[src/rtl/clk_rst_pkg.sv]
// Shared types and constants for the PLL-downstream clock-enable / reset sequencer.
package clk_rst_pkg;

   // Sequencer states; encoding is visible on state_o for debug.
   typedef enum logic [1:0] {
      S_WAIT_LOCK = 2'd0,
      S_HOLD      = 2'd1,
      S_VID       = 2'd2,
      S_RUN       = 2'd3
   } state_t;

   // Divider values at which each clock enable fires.
   localparam logic [2:0] DIV_CEN_7M   = 3'd7;
   localparam logic [2:0] DIV_CEN_7M_N = 3'd3;
   localparam logic [3:0] DIV_CEN_3M58 = 4'd15;
   localparam logic [4:0] DIV_CEN_1M79 = 5'd31;

   // Counter width for a terminal count of n, never narrower than one bit.
   function automatic int cnt_width(input int n);
      return (n > 1) ? $clog2(n) : 1;
   endfunction

   // Video is held in reset until lock has been stable and the hold time has elapsed.
   function automatic logic holds_video_reset(input state_t s);
      return (s == S_WAIT_LOCK) || (s == S_HOLD);
   endfunction

endpackage

[src/rtl/sync_ff.sv]
// Multi-flop synchronizer bringing an asynchronous level into the clk domain.
module sync_ff #(
   parameter int SYNC_STAGES = 2
) (
   input  logic clk,
   input  logic rst,
   input  logic d,
   output logic q
);

   logic [SYNC_STAGES-1:0] stages_r;

   // Shift the asynchronous input through the synchronizer chain.
   always_ff @(posedge clk) begin
      if (rst) begin
         stages_r <= '0;
      end else begin
         stages_r <= {stages_r[SYNC_STAGES-2:0], d};
      end
   end

   assign q = stages_r[SYNC_STAGES-1];

endmodule

[src/rtl/clk_reset_sequencer.sv]
// Clock-enable generator and staged reset sequencer for the 57.27 MHz system clock.
// Video leaves reset first, then CPU and audio; lock loss restarts the whole sequence.
module clk_reset_sequencer
   import clk_rst_pkg::*;
#(
   parameter int SYNC_STAGES        = 2,
   parameter int LOCK_STABLE_CYCLES = 1024,
   parameter int HOLD_CYCLES        = 256,
   parameter int CPU_DELAY_CYCLES   = 64
) (
   input  logic       clk,
   input  logic       rst,
   input  logic       pll_locked,
   input  logic       reset_req,
   output logic       cen_7m,
   output logic       cen_7m_n,
   output logic       cen_3m58,
   output logic       cen_1m79,
   output logic       rst_video,
   output logic       rst_cpu,
   output logic       rst_audio,
   output logic       sys_ready,
   output logic [1:0] state_o
);

   localparam int STABLE_W = cnt_width(LOCK_STABLE_CYCLES);
   localparam int HOLD_W   = cnt_width(HOLD_CYCLES);
   localparam int DLY_W    = cnt_width(CPU_DELAY_CYCLES);

   localparam logic [STABLE_W-1:0] STABLE_LAST = STABLE_W'(LOCK_STABLE_CYCLES - 1);
   localparam logic [HOLD_W-1:0]   HOLD_LAST   = HOLD_W'(HOLD_CYCLES - 1);
   localparam logic [DLY_W-1:0]    DLY_LAST    = DLY_W'(CPU_DELAY_CYCLES - 1);
   localparam logic [STABLE_W-1:0] STABLE_ONE  = STABLE_W'(1);
   localparam logic [HOLD_W-1:0]   HOLD_ONE    = HOLD_W'(1);
   localparam logic [DLY_W-1:0]    DLY_ONE     = DLY_W'(1);

   logic                lock_s;
   logic                req_s;
   state_t              state_r, state_nx;
   logic [STABLE_W-1:0] stable_cnt_r, stable_cnt_nx;
   logic [HOLD_W-1:0]   hold_cnt_r, hold_cnt_nx;
   logic [DLY_W-1:0]    dly_cnt_r, dly_cnt_nx;
   logic [4:0]          div_r, div_nx;
   logic                armed_r, armed_nx;
   logic                rst_video_nx, rst_cpu_nx, sys_ready_nx;
   logic                cen_7m_nx, cen_7m_n_nx, cen_3m58_nx, cen_1m79_nx;
   logic                rst_video_r, rst_cpu_r, rst_audio_r, sys_ready_r;
   logic                cen_7m_r, cen_7m_n_r, cen_3m58_r, cen_1m79_r;

   sync_ff #(.SYNC_STAGES(SYNC_STAGES)) u_sync_lock (
      .clk (clk),
      .rst (rst),
      .d   (pll_locked),
      .q   (lock_s)
   );

   sync_ff #(.SYNC_STAGES(SYNC_STAGES)) u_sync_req (
      .clk (clk),
      .rst (rst),
      .d   (reset_req),
      .q   (req_s)
   );

   // Next-state and counter logic; lock loss outranks user requests, which outrank counting.
   always_comb begin
      state_nx      = state_r;
      stable_cnt_nx = stable_cnt_r;
      hold_cnt_nx   = hold_cnt_r;
      dly_cnt_nx    = dly_cnt_r;
      case (state_r)
         S_WAIT_LOCK: begin
            hold_cnt_nx = '0;
            dly_cnt_nx  = '0;
            if (!lock_s) begin
               stable_cnt_nx = '0;
            end else if (stable_cnt_r == STABLE_LAST) begin
               state_nx = S_HOLD;
            end else begin
               stable_cnt_nx = stable_cnt_r + STABLE_ONE;
            end
         end
         S_HOLD: begin
            dly_cnt_nx = '0;
            if (!lock_s) begin
               state_nx      = S_WAIT_LOCK;
               stable_cnt_nx = '0;
               hold_cnt_nx   = '0;
            end else if (hold_cnt_r == HOLD_LAST) begin
               state_nx    = S_VID;
               hold_cnt_nx = '0;
            end else begin
               hold_cnt_nx = hold_cnt_r + HOLD_ONE;
            end
         end
         S_VID: begin
            hold_cnt_nx = '0;
            if (!lock_s) begin
               state_nx      = S_WAIT_LOCK;
               stable_cnt_nx = '0;
               dly_cnt_nx    = '0;
            end else if (req_s) begin
               dly_cnt_nx = '0;
            end else if (dly_cnt_r == DLY_LAST) begin
               state_nx = S_RUN;
            end else begin
               dly_cnt_nx = dly_cnt_r + DLY_ONE;
            end
         end
         S_RUN: begin
            hold_cnt_nx = '0;
            if (!lock_s) begin
               state_nx      = S_WAIT_LOCK;
               stable_cnt_nx = '0;
               dly_cnt_nx    = '0;
            end else if (req_s) begin
               state_nx   = S_VID;
               dly_cnt_nx = '0;
            end else begin
               dly_cnt_nx = dly_cnt_r;
            end
         end
         default: begin
            state_nx      = S_WAIT_LOCK;
            stable_cnt_nx = '0;
            hold_cnt_nx   = '0;
            dly_cnt_nx    = '0;
         end
      endcase
   end

   // Output and divider precompute; outputs are registered from the next state so they track state_o.
   always_comb begin
      rst_video_nx = holds_video_reset(state_nx);
      rst_cpu_nx   = (state_nx != S_RUN);
      sys_ready_nx = (state_nx == S_RUN);
      div_nx       = 5'd0;
      armed_nx     = 1'b0;
      if (rst_video_r || rst_video_nx) begin
         div_nx   = 5'd0;
         armed_nx = 1'b0;
      end else begin
         div_nx   = div_r + 5'd1;
         armed_nx = armed_r | (div_nx[2:0] == DIV_CEN_7M);
      end
      // The opposite-phase enable waits for the first cen_7m so nothing fires early after release.
      cen_7m_nx   = (div_nx[2:0] == DIV_CEN_7M);
      cen_7m_n_nx = armed_r && (div_nx[2:0] == DIV_CEN_7M_N);
      cen_3m58_nx = (div_nx[3:0] == DIV_CEN_3M58);
      cen_1m79_nx = (div_nx == DIV_CEN_1M79);
   end

   // State, counters, divider and every output flop.
   always_ff @(posedge clk) begin
      if (rst) begin
         state_r      <= S_WAIT_LOCK;
         stable_cnt_r <= '0;
         hold_cnt_r   <= '0;
         dly_cnt_r    <= '0;
         div_r        <= 5'd0;
         armed_r      <= 1'b0;
         rst_video_r  <= 1'b1;
         rst_cpu_r    <= 1'b1;
         rst_audio_r  <= 1'b1;
         sys_ready_r  <= 1'b0;
         cen_7m_r     <= 1'b0;
         cen_7m_n_r   <= 1'b0;
         cen_3m58_r   <= 1'b0;
         cen_1m79_r   <= 1'b0;
      end else begin
         state_r      <= state_nx;
         stable_cnt_r <= stable_cnt_nx;
         hold_cnt_r   <= hold_cnt_nx;
         dly_cnt_r    <= dly_cnt_nx;
         div_r        <= div_nx;
         armed_r      <= armed_nx;
         rst_video_r  <= rst_video_nx;
         rst_cpu_r    <= rst_cpu_nx;
         rst_audio_r  <= rst_cpu_nx;
         sys_ready_r  <= sys_ready_nx;
         cen_7m_r     <= cen_7m_nx;
         cen_7m_n_r   <= cen_7m_n_nx;
         cen_3m58_r   <= cen_3m58_nx;
         cen_1m79_r   <= cen_1m79_nx;
      end
   end

   assign state_o   = state_r;
   assign rst_video = rst_video_r;
   assign rst_cpu   = rst_cpu_r;
   assign rst_audio = rst_audio_r;
   assign sys_ready = sys_ready_r;
   assign cen_7m    = cen_7m_r;
   assign cen_7m_n  = cen_7m_n_r;
   assign cen_3m58  = cen_3m58_r;
   assign cen_1m79  = cen_1m79_r;

endmodule

[config.mk]
export PLATFORM = sky130hd
export DESIGN_NAME = clk_reset_sequencer
export DESIGN_NICKNAME = d
export VERILOG_FILES = /design/src/rtl/clk_rst_pkg.sv /design/src/rtl/sync_ff.sv /design/src/rtl/clk_reset_sequencer.sv
export SDC_FILE = /design/constraint.sdc
export NUM_CORES = 1
export LEC_CHECK = 0
export CAP_MARGIN = 15
export CORE_MARGIN = 2
export CORE_UTILIZATION = 40
export CTS_CLUSTER_SIZE = 10
export DETAILED_ROUTE_END_ITERATION = 10
export PLACE_DENSITY = 0.64
export SETUP_SLACK_MARGIN = 0.4
export SYNTH_ARGS = -nofsm -noshare
export SYNTH_HDL_FRONTEND = slang
export SYNTH_SLANG_ARGS = --single-unit
[constraint.sdc]
create_clock -name clk -period 2.2 [get_ports clk]
set_input_delay 0.33 -clock clk [delete_from_list [all_inputs] [get_ports clk]]
set_output_delay 0.33 -clock clk [all_outputs]
set_load 0.005 [all_outputs]
==> flow_summary.yaml <==
run_status:
  status: "finished clean"
min_path:
  min_to: "cen_7m_n"
  min_from: "armed_r"
  hold_depth: 2
  hold_class: "flop to flop"
clocking:
  cts.clk_slew.worst_paths_ns: 0.08
  numClockSinks: 43
  tritoncts: "built"
  holdBufCountCts: 0
  clk_latency_ns: 0.30
  cts_max_level: 2
  cts_buffers: 5
  clock_tree.buffer_depth: 2
  root_buffer: "clkbuf_8"
detailed_routing:
  dr_total_vias: 1421
  drc: 0
  ant_nets: 0
  drtIter0Drc: 78
  viasPerCell: 5.28
  routedWlPerCell_um: 12.4
  firstDrtPassIters: 4
  routed_wl_um: 3330
cells_and_area:
  finalCoreUtilization_pct: 48.1
  post-route-cell-area_um2: 2110
  layout-drive-gt1-share_pct: 6.45
  diodes: 0
  multi_input_area_um2: 895
  regArea_um2: 863
  fill_cells: 433
  instances_no_fill: 269
  finalNetCount: 225
  area_delta_synth_final_pct: 15.1
sta:
  slew_headroom_pct: 60.3
  fin_crit_ns: 1.61
  slew_viol_final: 0
  setup_viol: 0
  fin_skew_ns: 0.00704
  tns_ns: 0
  period_share_pct: 73.2
  tightestPinTransition_ns: 0.593
  maxClockFrequency_mhz: 621
  rsz0062_at_grt: "false"
  hold_violations: 0
placed_design:
  gp_congestion: 0.814
  dp.cells: 261
  post-dp-hpwl_um: 2420
  dpl_cell_area_um2: 1990
  port_buffers: 13
synthesis:
  synth_cells: 202
  syn_area_um2: 1830
  ys_ff_latch: 43
  synth_cell_types: 41
  synthesis.nets: 211
  avgSynthCellArea_um2: 9.07
  yosysWarnings: 0
  seq_area_frac_synth_pct: 47.0
setup_path:
  timing_worst_setup_path_type: "flop to primary output"
  cp_slowest_stage_delay_ns: 0.55
  arrival_ns: 1.28
  ff2ff_setup_slack_ns: 0.59
  reg2reg_from: "hold_cnt_r[0]"
  r2r-end: "cen_7m"
  slowest_stage: "clkdlybuf4s50_1"
  ff2ff_path_depth: 5
  worstSetupEndpointType: "primary output"
  cp_top_family: "buffers and inverters"
  cp_num_buf_inv: 1
  crit_path_max_fanout: 11
  startpoint_type: "flop"
  crit_start: "state_o[1]"
  required_ns: 1.87
  crit_chain: "clkdlybuf4s50_1"
pwr:
  power_density_nw_per_um2: 683
  seq_power_share_pct: 54.5
  power_frac_comb_pct: 1.2
  clockPowerShare_pct: 44.3
  p_total_mw: 1.44
  p_leak_nw: 0.736
  intPower_mw: 1.16
  ir_worst_vdd_uv: 485
  switching_share_pct: 19.5
  p_sw_uw: 281
global_route:
  grt_pass1_vias: 1331
  grtUsageMet2_pct: 22.5
  top_usage_layer: "met2"
  antenna_found_initial: 0
  grtUsageMet1_pct: 18.2
  grt_use_met3_pct: 4.64
  grt_usage_pct: 14.4
  grt_pass1_wl_um: 5830
  grt_max_degree: 14
  overflow: 0
floorplan:
  die_h_um: 71.7
  fp-row-count: 24
  dieArea_um2: 5140
  die_w_um: 71.7
  coreArea_um2: 4380
  initial_core_util_pct: 41.8
  io_pins: 14
flow_run:
  cap_violations: 0
[through the flow]
step                      hold WS, ns  setup WS [ns]
final                           0.446          0.590
after global routing            0.471          0.406
after CTS                       0.451          0.441
after detailed placement        0.431          0.325
after global placement          0.416          0.452
after floorplan                 0.413          0.667
[routing by layer]
metal	part of all wire (%)	vias to the layer above
li1	-	750
met1	49	655
met2	46	9
met3	2.8	7
met4	2.0	0
met5	0	-
[worst max-delay path by stage]
| stage | to | slack [ns] | cells past startpoint |
|---|---|---|---|
| 3_3_place_gp | hold_cnt_r[3] | 0.45 | 4 |
| 5_1_grt | cen_1m79 | 0.41 | 5 |
| 6_report | state_o[1] | 0.59 | 1 |
| 4_1_cts | state_o[1] | 0.44 | 1 |
| 2_1_floorplan | stable_cnt_r[3] | 0.67 | 6 |
| 3_5_place_dp | dly_cnt_r[4] | 0.32 | 4 |
[cell usage in the layout, fill, tap and decap left out, types with 3 or more instances in the layout]
cell | netlist | routed
a21oi_1 | 10 | 10
a31oi_1 | 3 | 3
and4_1 | 4 | 4
clkbuf_8 | 0 | 6
clkdlybuf4s50_1 | 0 | 13
dfxtp_1 | 43 | 41
ha_1 | 5 | 5
inv_1 | 6 | 6
nand2_1 | 13 | 13
nand3_1 | 15 | 15
nand4_1 | 7 | 7
nor2_1 | 21 | 21
nor2b_1 | 6 | 6
nor3_1 | 5 | 5
o211ai_1 | 4 | 4
o21ai_0 | 6 | 6
or3_1 | 6 | 6
xnor2_1 | 4 | 4
xor2_1 | 10 | 10
[power by group through the flow]
stage / combinational (mW) / sequential, mW / clock, mW
final: 0.0171 / 0.785 / 0.638
after global routing: 0.0191 / 0.785 / 0.690
after CTS: 0.0174 / 0.785 / 0.658
after detailed placement: 0.0174 / 0.803 / 0
after global placement: 0.0170 / 0.803 / 0
after floorplan: 0.0107 / 0.801 / 0
[sequential cells by signal (all words and copies together), names as in the netlist]
name                  count
rst_video                 1
cen_1m79                  1
hold_cnt_r                8
armed_r                   1
rst_audio                 1
cen_3m58                  1
sys_ready                 1
cen_7m_n                  1
u_sync_req.stages_r       2
dly_cnt_r                 6
u_sync_lock.stages_r      2
state_o                   2
stable_cnt_r             10
cen_7m                    1
div_r                     5
[synthesized netlist by cell type, drive strengths merged]
master	count	area (um^2)
o31ai	2	15.0
or2	1	8.76
a211oi	1	7.51
a31o	2	17.5
o21ai	7	35.0
o211ai	4	30.0
nand4b	2	17.5
nand3	15	75.1
and4	4	35.0
clkbuf	1	3.75
xnor2	4	35.0
a41oi	1	8.76
a31oi	3	18.8
dfxtp	43	861
o2111ai	1	8.76
or4	2	15.0
nand2	13	48.8
nand4	7	43.8
nor4	2	12.5
and3	2	12.5
nand2b	1	6.26
nor2	21	78.8
o211a	1	10.0
nor2b	6	37.5
nor3	5	25.0
and2b	1	7.51
a21oi	10	50.1
nor4b	1	8.76
xor2	10	87.6
and2	2	12.5
or3	6	37.5
buf	7	50.1
mux2i	1	10.0
nand3b	1	7.51
ha	5	62.6
inv	6	22.5
nor3b	1	7.51
[repair_timing]
action / in CTS / in global routing
buffers inserted: 0 / 0
setup endpoints to repair: 0 / 2
resized for setup: 0 / 2
[cells by family (layout without fill, tap and decap cells)]
group / count (synthesis) / after routing / synth area share, %
flip-flops: 43 / 43 / 47.0
buffers and inverters: 14 / 29 / 4.17
adder cells (fa/ha/maj): 5 / 5 / 3.42
AO/OA/AOI/OAI: 32 / 32 / 11.0
AND/OR/NAND/NOR: 93 / 93 / 27.2
multiplexers: 1 / 1 / 0.546
XOR/XNOR: 14 / 14 / 6.69
[layout make-up]
type | count | share of cell area [%]
multi-input cells | 145 | 42.4
flip-flops and latches | 43 | 40.9
repair buffers | 15 | 6.88
clock buffers | 6 | 3.92
well taps | 52 | 3.09
clock inverters | 2 | 1.66
inverters | 6 | 1.07
Note: power is estimated with default switching activity, not from simulation.
